$ cat config.mk
export PLATFORM = sky130hd
export DESIGN_NAME = udp_payload_ram_ctrl_flat
export DESIGN_NICKNAME = d
export VERILOG_FILES = /design/src/rtl/udp_payload_ram_ctrl_if.sv /design/src/rtl/udp_payload_ram_ctrl.sv /design/src/flat_wrapper.sv
export SDC_FILE = /design/constraint.sdc
export NUM_CORES = 1
export LEC_CHECK = 0
export CORE_MARGIN = 1
export CORE_UTILIZATION = 43
export CTS_BUF_LIST = sky130_fd_sc_hd__clkbuf_2 sky130_fd_sc_hd__clkbuf_4 sky130_fd_sc_hd__clkbuf_8
export DETAILED_ROUTE_END_ITERATION = 6
export GPL_ROUTABILITY_DRIVEN = 0
export PLACE_DENSITY = 0.93
export SLEW_MARGIN = 0
export SYNTH_ARGS = -nofsm -noshare
export SYNTH_HDL_FRONTEND = slang
export SYNTH_SLANG_ARGS = --single-unit
$ cat constraint.sdc
create_clock -name clk -period 4.15 [get_ports clk]
set_clock_uncertainty 0.15 [all_clocks]
set_input_delay 0.415 -clock clk [delete_from_list [all_inputs] [get_ports clk]]
set_output_delay 0.415 -clock clk [all_outputs]
set_load 0.02 [all_outputs]
$ cat src/rtl/udp_payload_ram_ctrl_if.sv
// Bundle of every non-clock signal of udp_payload_ram_ctrl.
// slave  : the controller side (takes ROM data, RX strobes and reload; drives RAM port A and TX lengths).
// master : the environment side (message ROM, UDP receive path, RAM port A and UDP transmitter).
interface udp_payload_ram_ctrl_if #(
    parameter int ADDR_W = 9
);
    // control
    logic              reload;
    // message ROM
    logic [ADDR_W-1:0] msg_rd_addr;
    logic [31:0]       msg_rd_data;
    // UDP receive path
    logic              rx_busy;
    logic              rx_wr_en;
    logic [ADDR_W-1:0] rx_wr_addr;
    logic [31:0]       rx_wr_data;
    logic              rx_pkt_done;
    logic [15:0]       rx_data_length;
    logic [15:0]       rx_total_length;
    // RAM write port A
    logic              ram_we;
    logic [ADDR_W-1:0] ram_addr;
    logic [31:0]       ram_din;
    // status and TX lengths
    logic              init_done;
    logic              data_receive;
    logic [15:0]       tx_data_length;
    logic [15:0]       tx_total_length;
    logic [7:0]        drop_cnt;

    modport slave (
        input  reload, msg_rd_data,
        input  rx_busy, rx_wr_en, rx_wr_addr, rx_wr_data,
        input  rx_pkt_done, rx_data_length, rx_total_length,
        output msg_rd_addr,
        output ram_we, ram_addr, ram_din,
        output init_done, data_receive, tx_data_length, tx_total_length, drop_cnt
    );

    modport master (
        output reload, msg_rd_data,
        output rx_busy, rx_wr_en, rx_wr_addr, rx_wr_data,
        output rx_pkt_done, rx_data_length, rx_total_length,
        input  msg_rd_addr,
        input  ram_we, ram_addr, ram_din,
        input  init_done, data_receive, tx_data_length, tx_total_length, drop_cnt
    );
endinterface

$ cat src/rtl/udp_payload_ram_ctrl.sv
// Owner of UDP payload RAM write port A: seeds the default message from a ROM, then forwards RX writes.
// Latency: RX write -> RAM port 1 cycle; first seed write 2 cycles after reset/re-arm; lengths 1 cycle after pkt_done.
// Backpressure: none; RX strobes arriving while the port is seeding are discarded and counted in drop_cnt.
//
// Ports: clk (GMII RX clock), reset (async, active-high), bus (udp_payload_ram_ctrl_if.slave):
//   reload / msg_rd_addr / msg_rd_data        - re-arm request and registered message ROM
//   rx_busy / rx_wr_* / rx_pkt_done / rx_*_len - UDP receive path
//   ram_we / ram_addr / ram_din               - RAM port A
//   init_done / data_receive / tx_*_length / drop_cnt - status towards the UDP transmitter
module udp_payload_ram_ctrl #(
    parameter int ADDR_W    = 9,
    parameter int MSG_WORDS = 5,
    parameter int MSG_BYTES = 20,
    parameter int INIT_BASE = 1
) (
    input  logic                  clk,
    input  logic                  reset,
    udp_payload_ram_ctrl_if.slave bus
);

    localparam logic [1:0] S_INIT      = 2'd0;
    localparam logic [1:0] S_DRAIN     = 2'd1;
    localparam logic [1:0] S_RUN       = 2'd2;
    localparam logic [1:0] S_WAIT_IDLE = 2'd3;

    localparam logic [ADDR_W-1:0] LAST_IDX = ADDR_W'(MSG_WORDS - 1);
    localparam logic [ADDR_W-1:0] BASE     = ADDR_W'(INIT_BASE);
    localparam logic [15:0]       DEF_DLEN = 16'(MSG_BYTES + 8);   // UDP header adds 8 bytes
    localparam logic [15:0]       DEF_TLEN = 16'(MSG_BYTES + 28);  // plus 20-byte IP header

    // The whole message must fit above INIT_BASE without the address wrapping.
    generate
        if (MSG_WORDS < 1 || (INIT_BASE + MSG_WORDS - 1) > ((1 << ADDR_W) - 1)) begin : g_bad_params
            $error("udp_payload_ram_ctrl: INIT_BASE+MSG_WORDS-1 must fit in ADDR_W bits and MSG_WORDS>=1");
        end
    endgenerate

    logic [1:0]        r_state;
    logic [ADDR_W-1:0] r_rd_addr;
    logic              r_rd_vld;   // ROM output holds word r_rd_idx this cycle
    logic [ADDR_W-1:0] r_rd_idx;
    logic              r_ram_we;
    logic [ADDR_W-1:0] r_ram_addr;
    logic [31:0]       r_ram_din;
    logic              r_init_done;
    logic              r_data_receive;
    logic [15:0]       r_tx_dlen;
    logic [15:0]       r_tx_tlen;
    logic [7:0]        r_drop_cnt;

    logic w_fwd;    // RX path owns the port (RUN, and WAIT_IDLE while the packet finishes)
    logic w_rearm;  // restart seeding this cycle

    assign w_fwd   = (r_state == S_RUN) || (r_state == S_WAIT_IDLE);
    assign w_rearm = ((r_state == S_RUN) && bus.reload && !bus.rx_busy) ||
                     ((r_state == S_WAIT_IDLE) && !bus.rx_busy);

    always_ff @(posedge clk or posedge reset) begin
        if (reset) begin
            r_state        <= S_INIT;
            r_rd_addr      <= '0;
            r_rd_vld       <= 1'b0;
            r_rd_idx       <= '0;
            r_ram_we       <= 1'b0;
            r_ram_addr     <= '0;
            r_ram_din      <= '0;
            r_init_done    <= 1'b0;
            r_data_receive <= 1'b0;
            r_tx_dlen      <= DEF_DLEN;
            r_tx_tlen      <= DEF_TLEN;
            r_drop_cnt     <= '0;
        end else begin
            // RAM port A mux: RX path when it owns the port, otherwise the delayed ROM stream.
            if (w_fwd) begin
                r_ram_we   <= bus.rx_wr_en;
                r_ram_addr <= bus.rx_wr_addr;
                r_ram_din  <= bus.rx_wr_data;
            end else begin
                r_ram_we   <= r_rd_vld;
                r_ram_addr <= BASE + r_rd_idx;
                r_ram_din  <= bus.msg_rd_data;
            end

            if (!w_fwd && bus.rx_wr_en && (r_drop_cnt != 8'hFF))
                r_drop_cnt <= r_drop_cnt + 8'd1;

            // A re-arm takes priority over a packet completing in the same cycle.
            if (w_rearm) begin
                r_data_receive <= 1'b0;
                r_tx_dlen      <= DEF_DLEN;
                r_tx_tlen      <= DEF_TLEN;
            end else if (w_fwd && bus.rx_pkt_done) begin
                r_data_receive <= 1'b1;
                r_tx_dlen      <= bus.rx_data_length;
                r_tx_tlen      <= bus.rx_total_length;
            end

            case (r_state)
                S_INIT: begin
                    // The ROM samples r_rd_addr on this edge; its data is written next cycle.
                    r_rd_vld <= 1'b1;
                    r_rd_idx <= r_rd_addr;
                    if (r_rd_addr == LAST_IDX)
                        r_state <= S_DRAIN;
                    else
                        r_rd_addr <= r_rd_addr + 1'b1;
                end
                S_DRAIN: begin
                    // First cycle writes the final word; the following one hands over the port.
                    r_rd_vld <= 1'b0;
                    if (!r_rd_vld) begin
                        r_state     <= S_RUN;
                        r_init_done <= 1'b1;
                    end
                end
                S_RUN: begin
                    if (bus.reload) begin
                        if (bus.rx_busy) begin
                            r_state <= S_WAIT_IDLE;
                        end else begin
                            r_state     <= S_INIT;
                            r_rd_addr   <= '0;
                            r_rd_vld    <= 1'b0;
                            r_init_done <= 1'b0;
                        end
                    end
                end
                default: begin  // S_WAIT_IDLE
                    if (!bus.rx_busy) begin
                        r_state     <= S_INIT;
                        r_rd_addr   <= '0;
                        r_rd_vld    <= 1'b0;
                        r_init_done <= 1'b0;
                    end
                end
            endcase
        end
    end

    assign bus.msg_rd_addr     = r_rd_addr;
    assign bus.ram_we          = r_ram_we;
    assign bus.ram_addr        = r_ram_addr;
    assign bus.ram_din         = r_ram_din;
    assign bus.init_done       = r_init_done;
    assign bus.data_receive    = r_data_receive;
    assign bus.tx_data_length  = r_tx_dlen;
    assign bus.tx_total_length = r_tx_tlen;
    assign bus.drop_cnt        = r_drop_cnt;

endmodule

$ cat src/flat_wrapper.sv
// flat-port wrapper written by rule: the top's interface ports become plain ports
module udp_payload_ram_ctrl_flat 
#(
    parameter int ADDR_W    = 9,
    parameter int MSG_WORDS = 5,
    parameter int MSG_BYTES = 20,
    parameter int INIT_BASE = 1
)
  (clk, reset, bus_reload, bus_msg_rd_data, bus_rx_busy, bus_rx_wr_en, bus_rx_wr_addr, bus_rx_wr_data, bus_rx_pkt_done, bus_rx_data_length, bus_rx_total_length, bus_msg_rd_addr, bus_ram_we, bus_ram_addr, bus_ram_din, bus_init_done, bus_data_receive, bus_tx_data_length, bus_tx_total_length, bus_drop_cnt);
  udp_payload_ram_ctrl_if #(.ADDR_W(ADDR_W)) bus_i ();
  input  logic clk;
  input  logic reset;
  input wire logic [$bits(bus_i.reload)-1:0] bus_reload;
  input wire logic [$bits(bus_i.msg_rd_data)-1:0] bus_msg_rd_data;
  input wire logic [$bits(bus_i.rx_busy)-1:0] bus_rx_busy;
  input wire logic [$bits(bus_i.rx_wr_en)-1:0] bus_rx_wr_en;
  input wire logic [$bits(bus_i.rx_wr_addr)-1:0] bus_rx_wr_addr;
  input wire logic [$bits(bus_i.rx_wr_data)-1:0] bus_rx_wr_data;
  input wire logic [$bits(bus_i.rx_pkt_done)-1:0] bus_rx_pkt_done;
  input wire logic [$bits(bus_i.rx_data_length)-1:0] bus_rx_data_length;
  input wire logic [$bits(bus_i.rx_total_length)-1:0] bus_rx_total_length;
  output wire logic [$bits(bus_i.msg_rd_addr)-1:0] bus_msg_rd_addr;
  output wire logic [$bits(bus_i.ram_we)-1:0] bus_ram_we;
  output wire logic [$bits(bus_i.ram_addr)-1:0] bus_ram_addr;
  output wire logic [$bits(bus_i.ram_din)-1:0] bus_ram_din;
  output wire logic [$bits(bus_i.init_done)-1:0] bus_init_done;
  output wire logic [$bits(bus_i.data_receive)-1:0] bus_data_receive;
  output wire logic [$bits(bus_i.tx_data_length)-1:0] bus_tx_data_length;
  output wire logic [$bits(bus_i.tx_total_length)-1:0] bus_tx_total_length;
  output wire logic [$bits(bus_i.drop_cnt)-1:0] bus_drop_cnt;
  assign bus_i.reload = bus_reload;
  assign bus_i.msg_rd_data = bus_msg_rd_data;
  assign bus_i.rx_busy = bus_rx_busy;
  assign bus_i.rx_wr_en = bus_rx_wr_en;
  assign bus_i.rx_wr_addr = bus_rx_wr_addr;
  assign bus_i.rx_wr_data = bus_rx_wr_data;
  assign bus_i.rx_pkt_done = bus_rx_pkt_done;
  assign bus_i.rx_data_length = bus_rx_data_length;
  assign bus_i.rx_total_length = bus_rx_total_length;
  assign bus_msg_rd_addr = bus_i.msg_rd_addr;
  assign bus_ram_we = bus_i.ram_we;
  assign bus_ram_addr = bus_i.ram_addr;
  assign bus_ram_din = bus_i.ram_din;
  assign bus_init_done = bus_i.init_done;
  assign bus_data_receive = bus_i.data_receive;
  assign bus_tx_data_length = bus_i.tx_data_length;
  assign bus_tx_total_length = bus_i.tx_total_length;
  assign bus_drop_cnt = bus_i.drop_cnt;
  udp_payload_ram_ctrl #(.ADDR_W(ADDR_W), .MSG_WORDS(MSG_WORDS), .MSG_BYTES(MSG_BYTES), .INIT_BASE(INIT_BASE)) u_core (.clk(clk), .reset(reset), .bus(bus_i));
endmodule
# Word level (Yosys, flattened, before mapping)
# Index checks and enable logic that the tools add are counted.
word_totals:
  mem_bits_rw: 0
  wordCells: 68
  input_bits: 111
  register_bits: 105
  latchBits: 0
  rom_bits: 0
  memories: 0
classes:
  div_mod_pow: 0
  reduce_logical: 15
  bitwise_logic: 2
  n_eq_ne: 10
  n_shift: 0
  muxes: 26
  n_lt_le_gt_ge: 0
  n_mul: 0
  add_sub_neg: 3
op_table:
  columns: ["op", "count"]
  rows:
  - ["16-bit 2-to-1 mux", 4]
  - ["9-bit 2-to-1 mux", 4]
  - ["32-bit 2-to-1 mux", 1]
  - ["9-bit case mux with 3 select lines", 1]
  - ["2-bit 2-to-1 mux", 5]
  - ["1-bit by 9-bit adder with 9-bit output (first input constant)", 1]
  - ["9-bit by 1-bit adder with 9-bit output (second input constant)", 1]
  - ["9-bit by 3-bit == test with 1-bit output (second input constant)", 1]
  - ["8-bit by 1-bit adder with 8-bit output (second input constant)", 1]
  - ["1-bit 2-to-1 mux", 8]
  - ["8-bit inequality test (second input constant)", 1]
  - ["1-bit logical AND", 6]
  - ["2-bit inequality test (second input constant)", 3]
  - ["1-bit case mux with 3 select lines", 2]
  - ["2-bit case mux with 3 select lines", 1]
  - ["3-bit AND reduction", 2]
  - ["2-bit == test (second input constant)", 2]
  - ["4-bit by 1-bit inequality test with 1-bit output (second input constant)", 1]
  - ["4-bit AND reduction", 1]
  - ["2-bit by 1-bit == test with 1-bit output (second input constant)", 1]
  - ["1-bit zero test", 2]
  - ["2-bit zero test", 1]
  - ["1-bit logical OR", 2]
  - ["2-bit by 1-bit inequality test with 1-bit output (second input constant)", 1]
  - ["other kinds (2)", 3]

# Longest topological paths before layout
# Gate-level depths: netlist of the first run.
logic_depth:
  word_depth: 5
  depth_mapped: 8
  ltp_nobuf: 6

# Worst setup path before layout of the first run
# Ideal clock, no wire load.
synth_timing:
  kind: "reg2reg"
  from: "register u_core.r_state[0]"
  to: "register u_core.r_state[0]"
  arrival_time_ps: 1675
  path_stages_with_launch: 8
  setup_time_ps: 128
  path_slack_ps: 2197
  path_buffers: 1
  required_time_ps: 3872
  path_cell_list: "dfrtp_1 > inv_1 > ha_1 > buf_6 > and4bb_1 > and4_4 > o21ai_1 > mux2_1"
synth_between:
  elab_chain_cells: 3
  word_cells_on_any_way: 9
  cone_classes: "6 x eq/ne; 1 x mux; 2 x reduce/logical"
synth_lines:
  columns: ["element", "line_no", "rtl"]
  rows:
  - ["from (decl)", "udp_payload_ram_ctrl.sv:38", "logic [1:0] r_state;"]
  - ["from (signal assigned)", "udp_payload_ram_ctrl.sv:60", "r_state <= S_INIT;"]
  - ["from (signal assigned)", "udp_payload_ram_ctrl.sv:104", "r_state <= S_DRAIN;"]
  - ["from (signal assigned)", "udp_payload_ram_ctrl.sv:112", "r_state <= S_RUN;"]
  - ["2-bit by 1-bit == test with 1-bit output, or another cell as far along", "udp_payload_ram_ctrl.sv:98", "case (r_state)"]
  - ["4-bit by 1-bit inequality test with 1-bit output (no line), or another cell as far along", null, null]
  - ["4-bit AND reduction (no line)", null, null]
# Several ways; a longest one is shown, not always the timed one.
# A chain may end at the register's enable or synchronous reset.

# Worst setup path in the final report of the first run
layout_timing:
  from: "register u_core.r_state[0]"
  to: "register u_core.r_drop_cnt[6] (netlist: u_core.bus.drop_cnt[6])"
layout_between:
  elab_chain_cells: 5
  word_cells_on_any_way: 6
  cone_classes: "2 x eq/ne; 4 x reduce/logical"
layout_lines:
  columns: ["element", "line_no", "rtl"]
  rows:
  - ["2-bit == test", "udp_payload_ram_ctrl.sv:54", "assign w_fwd = (r_state == S_RUN) || (r_state == S_WAIT_IDLE);"]
  - ["1-bit logical OR *", "udp_payload_ram_ctrl.sv:54", null]
  - ["1-bit zero test *", "udp_payload_ram_ctrl.sv:84", "if (!w_fwd && bus.rx_wr_en && (r_drop_cnt != 8'hFF))"]
  - ["1-bit logical AND * (2 in series)", "udp_payload_ram_ctrl.sv:84", null]
  - ["to (signal assigned)", "udp_payload_ram_ctrl.sv:85", "r_drop_cnt <= r_drop_cnt + 8'd1;"]
  - ["to (decl)", "udp_payload_ram_ctrl.sv:49", "logic [7:0] r_drop_cnt;"]
# Mark *: on every way between the ends. The rest lies on a longest branch, timed or not.

==> flow_metrics.env, run 1 <==
export IMPL_synth_top_area_share_pct=57.2
export IMPL_dr_wl_met3_um=1010
export IMPL_status="finished clean"
export IMPL_diodes=0
export IMPL_synth_edff_count=0
export IMPL_fmax_ghz=0.392
export IMPL_critPathLaunchType="flop"
export IMPL_grt_pass1_vias=3512
export IMPL_crit_path_max_fanout=30
export IMPL_slowest_stage="nor2_4"
export IMPL_slowest_delay_ps=680
export IMPL_cts_buffers_inserted=9
export IMPL_worstPathArrival_ps=2640
export IMPL_cp_required_ps=4240
export IMPL_powerDensity_nw_per_um2=674
export IMPL_die_height_um=103
export IMPL_cts_tree="yes"
export IMPL_synth_seq_cells=105
export IMPL_path_cells="inv_1 > ha_1 > nor2_4 > o211ai_2 > or3_1 > xnor2_1"
export IMPL_cts_resized=0
export IMPL_drtAntennaViolNets=0
export IMPL_r2r_slack_ps=1600
export IMPL_vias=3461
export IMPL_min_period_over_period_pct=61.4
export IMPL_synthTopCellsByArea="dfrtp_1 (57%), mux2_2 (11%), a22o_1 (5.4%), dfstp_2 (3.0%), ha_1 (2.3%)"
export IMPL_area_delta_synth_final_pct=53.8
export IMPL_async_flop_share_pct=100
export IMPL_seq_area_um2=2630
export IMPL_io_pins=204
export IMPL_drt_vias_per_instance=5.16
export IMPL_avgSynthCellArea_um2=13.3
export IMPL_htreeDepth=3
export IMPL_wire_per_inst_um=16.2
export IMPL_holdWs_ps=345
export IMPL_drt_wl_total_um=10900
export IMPL_setup_viol_count_final=0
export IMPL_p_leak_nw=2.84
export IMPL_overflow=0
export IMPL_ctsHoldBuffers=0
export IMPL_clkSlewWorstSetupHoldPaths_ps=90
export IMPL_drv_slew=0
export IMPL_cts_sinks=105
export IMPL_syn_nets=448
export IMPL_track_usage_pct=20.9
export IMPL_syn_area_um2=4370
export IMPL_end_kind="flop"
export IMPL_nNetsFinal=652
export IMPL_hold_viol=0
export IMPL_period_needed_ps=2550
export IMPL_worst_path_stages=6
export IMPL_cap_viol_max_count=0
export IMPL_yosysWarnings=0
export IMPL_cts_root_buf="clkbuf_8"
export IMPL_tightest_slew_ps=1210
export IMPL_highest_layer="met4"
export IMPL_clkLatencyLatePin_ps=350
export IMPL_grt_pass1_wl_um=16900
export IMPL_critPathTopFamily="simple AND/OR/NAND/NOR gates"
export IMPL_regToRegEndpoint="u_core.bus.drop_cnt[6]"
export IMPL_clock_path_buffers=2
export IMPL_crit_buf_inv=1
export IMPL_yosysTopAreaCell="dfrtp_1"
export IMPL_rsz0062_at_grt="no"
export IMPL_io_buffers=203
export IMPL_multi_input_area_um2=1630
export IMPL_num_rows=36
export IMPL_worstReg2RegStart="u_core.r_state[0]"
export IMPL_fillers=678
export IMPL_antenna_found_initial=0
export IMPL_core_area_um2=9820
export IMPL_critPathKind="reg2reg"
export IMPL_tns_ps=0
export IMPL_reg2reg_depth=6
export IMPL_ys_flop_type="dfrtp_1"
export IMPL_ir_worst_vdd_mv=0.287
export IMPL_critPathLaunch="u_core.r_state[0]"
export IMPL_dp_hpwl_um=8200
export IMPL_hold_class="reg2reg"
export IMPL_drive_above_1_share_pct=14.1
export IMPL_start_util_pct=44.5
export IMPL_drtIter0Drc=121
export IMPL_fin_total_pwr_w=0.00453
export IMPL_drt_met1_wl_um=4080
export IMPL_dr_wl_met2_um=5700
export IMPL_grt_max_degree=94
export IMPL_drc=0
export IMPL_crit_end="u_core.bus.drop_cnt[6]"
export IMPL_chipWidth_um=103
export IMPL_die_area_um2=10600
export IMPL_first_pass_iters=5
export IMPL_relSlewSlack_pct=19.4
export IMPL_synth_cell_types=43
export IMPL_syn_inst=329
export IMPL_postCtsSetupRepairBufs=0
export IMPL_synth_seq_area_share_pct=60.2
==> per-layer routing <==
layer / global-route usage [%] / up-vias
li1: - / 1597
met1: 22.3 / 1686
met2: 39.0 / 168
met3: 7.53 / 10
met4: 4.98 / 0
met5: 0 / -
==> metrics by stage <==
| step | std cells | area, µm² | util [%] | worst slack [ps] |
|---|---|---|---|---|
| 6_report | 671 | 6720 | 68.5 | 1600 |
| 5_1_grt | 671 | 6720 | 68.5 | 1370 |
| 4_1_cts | 671 | 6720 | 68.5 | 1620 |
| 3_5_place_dp | 655 | 6510 | 66.3 | 1550 |
| 3_3_place_gp | 655 | 6510 | 66.3 | 1660 |
| 2_1_floorplan | 329 | 4370 | - | 833 |
==> synthesized netlist by cell type, types with 2 or more instances <==
cell	count
nor3_1	3
o21ai_1	3
buf_6	4
o21a_1	5
nand3_1	11
and3_1	3
dfrtp_1	100
o22a_1	5
o31ai_1	5
o21ai_0	12
a21oi_1	8
dfstp_2	5
nand2b_1	2
nand4_1	3
a22o_1	27
ha_1	8
inv_1	7
nor2_1	11
buf_2	7
and2_1	2
xor2_1	6
mux2_1	2
xnor2_1	9
mux2_2	43
or3_1	2
nand2_1	18
a32o_1	2
==> registers in the layout (all words and copies together) (netlist names), 2 cells and up <==
register and count:
u_core.bus.ram_din 32, u_core.bus.tx_data_length 16, u_core.bus.tx_total_length 16, u_core.bus.msg_rd_addr 9
u_core.bus.ram_addr 9, u_core.r_rd_idx 9, u_core.bus.drop_cnt 8, u_core.r_state 2
==> cell type report <==
type	count	share of cell area [%]
well taps	133	2.47
inverters	8	0.484
flip-flops and latches	105	39.2
clock buffers	11	2.25
multi-input cells	204	24.2
repair buffers	205	30.4
clock inverters	5	0.930
==> logic make-up after synthesis <==
kind of cell | share of synthesized area, %
DFF | 60.2
AOI/OAI and AO/OA | 13.0
and+or+nand+nor | 7.30
muxes | 11.6
buffers and inverters | 2.60
xor gates and xnor gates | 3.00
adders and majority gates | 2.29
==> how the worst min path moves through the flow <==
stage                                       start                      end  slack [ps]  cells after the start
final                      u_core.bus.drop_cnt[5]   u_core.bus.drop_cnt[5]         340                      1
after CTS                  u_core.bus.drop_cnt[5]   u_core.bus.drop_cnt[5]         340                      1
after global placement    u_core.bus.data_receive  u_core.bus.data_receive         320                      2
after global routing       u_core.bus.drop_cnt[5]   u_core.bus.drop_cnt[5]         380                      1
after detailed placement  u_core.bus.data_receive  u_core.bus.data_receive         330                      2
after floorplan                u_core.r_rd_idx[0]   u_core.bus.ram_addr[0]         320                      1
==> cell usage in the layout, fill, tap and decap left out, types with 6 or more instances in the layout <==
master,count
mux2_2,43
xnor2_1,9
inv_1,6
xor2_1,6
clkdlybuf4s50_1,203
o21ai_0,12
nand3_1,11
clkbuf_8,11
nand2_1,18
a21oi_1,8
ha_1,8
dfrtp_1,100
nor2_1,11
a22o_1,27
==> where the power goes <==
| part | internal [W] | switching, W | total, W | leakage, nW |
|---|---|---|---|---|
| clock | 0.000315 | 0.000336 | 0.000652 | 0.102 |
| sequential | 0.00140 | 0.000207 | 0.00161 | 1.31 |
| combinational | 0.00115 | 0.00113 | 0.00227 | 1.43 |
No activity file was read; power rests on OpenSTA's default activity.
==> run 2: changes to the inputs <==
--- a/config.mk
+++ b/config.mk
@@ -6,11 +6,11 @@
 export NUM_CORES = 1
 export LEC_CHECK = 0
 export CORE_MARGIN = 1
-export CORE_UTILIZATION = 43
+export CORE_UTILIZATION = 38
 export CTS_BUF_LIST = sky130_fd_sc_hd__clkbuf_2 sky130_fd_sc_hd__clkbuf_4 sky130_fd_sc_hd__clkbuf_8
 export DETAILED_ROUTE_END_ITERATION = 6
 export GPL_ROUTABILITY_DRIVEN = 0
-export PLACE_DENSITY = 0.93
+export PLACE_DENSITY = 0.88
 export SLEW_MARGIN = 0
 export SYNTH_ARGS = -nofsm -noshare
 export SYNTH_HDL_FRONTEND = slang
==> constraint.sdc (replaced) <==
create_clock -name clk -period 2.3 [get_ports clk]
set_clock_uncertainty 0.15 [all_clocks]
set_input_delay 0.23 -clock clk [delete_from_list [all_inputs] [get_ports clk]]
set_output_delay 0.23 -clock clk [all_outputs]
set_load 0.02 [all_outputs]
==> run 2 against run 1 <==
Non-clock buffer count grew 6; setup slack lost 1400 ps; hold slack lost 330 ps; routed wire length shrank 1.9%; combinational power grew 81%; critical path depth grew 1; global-route usage shrank 2.6 points; die area grew 13%; clock power grew 83%; total power grew 81%; fmax grew 20%; utilization shrank 6.8 points; critical endpoint is now u_core.r_state[0].
==> flow_metrics.env, run 2 (synthesis results as in run 1) <==
export IMPL_p_leak_nw=2.88
export IMPL_place_area_um2=6580
export IMPL_fmax_ghz=0.471
export IMPL_drc=0
export IMPL_vias=3438
export IMPL_drive_above_1_share_pct=15.3
export IMPL_rsz0062_at_grt="no"
export IMPL_io_buffers=203
export IMPL_grt_pass1_wl_um=16700
export IMPL_worstPathArrival_ps=2220
export IMPL_die_height_um=109
export IMPL_dp_hpwl_um=8140
export IMPL_holdWs_ps=13.9
export IMPL_switching_share_pct=36.4
export IMPL_powerDensity_nw_per_um2=1210
export IMPL_antenna_found_initial=0
export IMPL_largest_reg_flops=32
export IMPL_overflow=0
export IMPL_cap_viol_max_count=0
export IMPL_critPathKind="reg2reg"
export IMPL_dp_slack_ps=49.1
export IMPL_cts_tree="yes"
export IMPL_grt_max_degree=68
export IMPL_hold_class="in2async"
export IMPL_final_cell_area_um2=6800
export IMPL_diodes=0
export IMPL_relSlewSlack_pct=51.7
export IMPL_grt_pass1_vias=3470
export IMPL_core_area_um2=11000
export IMPL_drt_vias_per_instance=5.03
export IMPL_cts_root_buf="clkbuf_8"
export IMPL_drtAntennaViolNets=0
export IMPL_fin_total_pwr_w=0.00820
export IMPL_cts_sinks=105
export IMPL_drv_slew=0
export IMPL_cts_buffers_inserted=9
export IMPL_io_pins=204
export IMPL_cp_required_ps=2400
export IMPL_final_cell_mix="clkdlybuf4s50_1 (203), dfrtp_1 (100), mux2_2 (43)"
export IMPL_drtIter0Drc=119
export IMPL_ctsHoldBuffers=0
export IMPL_hold_viol=0
export IMPL_clkLatencyLatePin_ps=360
export IMPL_ir_worst_vdd_mv=0.686
export IMPL_htreeDepth=3
export IMPL_p_int_w=0.00521
export IMPL_wire_per_inst_um=15.6
export IMPL_nNetsFinal=658
export IMPL_die_area_um2=11900
export IMPL_start_util_pct=39.6
export IMPL_p_sw_w=0.00299
export IMPL_area_delta_synth_final_pct=55.5
export IMPL_status="finished clean"
export IMPL_period_needed_ps=2120
export IMPL_clock_path_buffers=2
export IMPL_final_common_cell="clkdlybuf4s50_1"
export IMPL_setup_viol_count_final=0
export IMPL_first_pass_iters=4
export IMPL_drt_wl_total_um=10700
export IMPL_track_usage_pct=18.2
export IMPL_tns_ps=0
export IMPL_end_kind="flop"
export IMPL_clkSlewWorstSetupHoldPaths_ps=100
export IMPL_min_period_over_period_pct=92.3
export IMPL_critPathLaunchType="flop"
export IMPL_share_seq_of_total_power_pct=35.5
export IMPL_crit_path_max_fanout=6
export IMPL_tightest_slew_ps=725
export IMPL_chipWidth_um=109
export IMPL_p_comb_share_pct=50.1
export IMPL_setup_slack_ps=176
export IMPL_num_rows=38
export IMPL_p_clk_share_pct=14.5
## run 2: power by group through the flow
stage | registers (W) | clock network (W) | logic (W)
global route | 0.00299 | 0.00130 | 0.00442
finish | 0.00291 | 0.00119 | 0.00411
floorplan | 0.00366 | 0 | 0.00163
global placement | 0.00291 | 0 | 0.00403
detailed placement | 0.00295 | 0 | 0.00413
CTS | 0.00291 | 0.00123 | 0.00414
## run 2: final cells by class
cell class / instances / area (µm²)
Fill cell: 861 / 4230
Sequential cell: 105 / 2630
Timing Repair Buffer: 211 / 2100
Multi-Input combinational cell: 204 / 1640
Tap cell: 140 / 175
Clock buffer: 12 / 159
Clock inverter: 4 / 51.3
Inverter: 8 / 33.8
## run 2: metrics by stage
step           instances  util, %
2_1_floorplan        329        -
3_3_place_gp         668     59.6
3_5_place_dp         668     59.6
4_1_cts              684     61.5
5_1_grt              684     61.6
6_report             684     61.6
## run 2: worst max-delay path, cell delays in order, from the launching register on
cell,delay [ps]
dfrtp_1,450
inv_1,110
ha_1,220
buf_4,150
nand2b_1,170
a21boi_1,280
o21ai_1,150
mux2_1,330
## run 2: worst paths after layout
| kind | slack, ps | from | end | cells past startpoint |
|---|---|---|---|---|
| worst max-delay path | 180 | u_core.r_state[0] | u_core.r_state[0] | 7 |
| worst min-delay path | 10 | reset | u_core.bus.tx_total_length[15] | 2 |
| worst min register to register | 350 | u_core.bus.drop_cnt[5] | u_core.bus.drop_cnt[5] | 1 |
| worst max register to register | 180 | u_core.r_state[0] | u_core.r_state[0] | 7 |
| max in group asynchronous | 1350 | reset | u_core.bus.msg_rd_addr[7] | 3 |
| min in group clk | 270 | bus_rx_wr_addr[0] | u_core.bus.ram_addr[0] | 3 |
## run 2: layer usage
metal / GRT usage [%] / vias up / routed length [µm]
met2: 32.2 / 171 / 5290
met4: 6.57 / 0 / 187
li1: - / 1610 / -
met1: 19.8 / 1637 / 3980
met3: 6.99 / 20 / 1220
met5: 0 / - / 0
## run 2: repair_timing
action                                 4_1_cts  5_1_grt
buffers inserted                             0        0
setup endpoints to repair                    0       29
resized for setup                            0        2
endpoints found under the hold margin        0        0
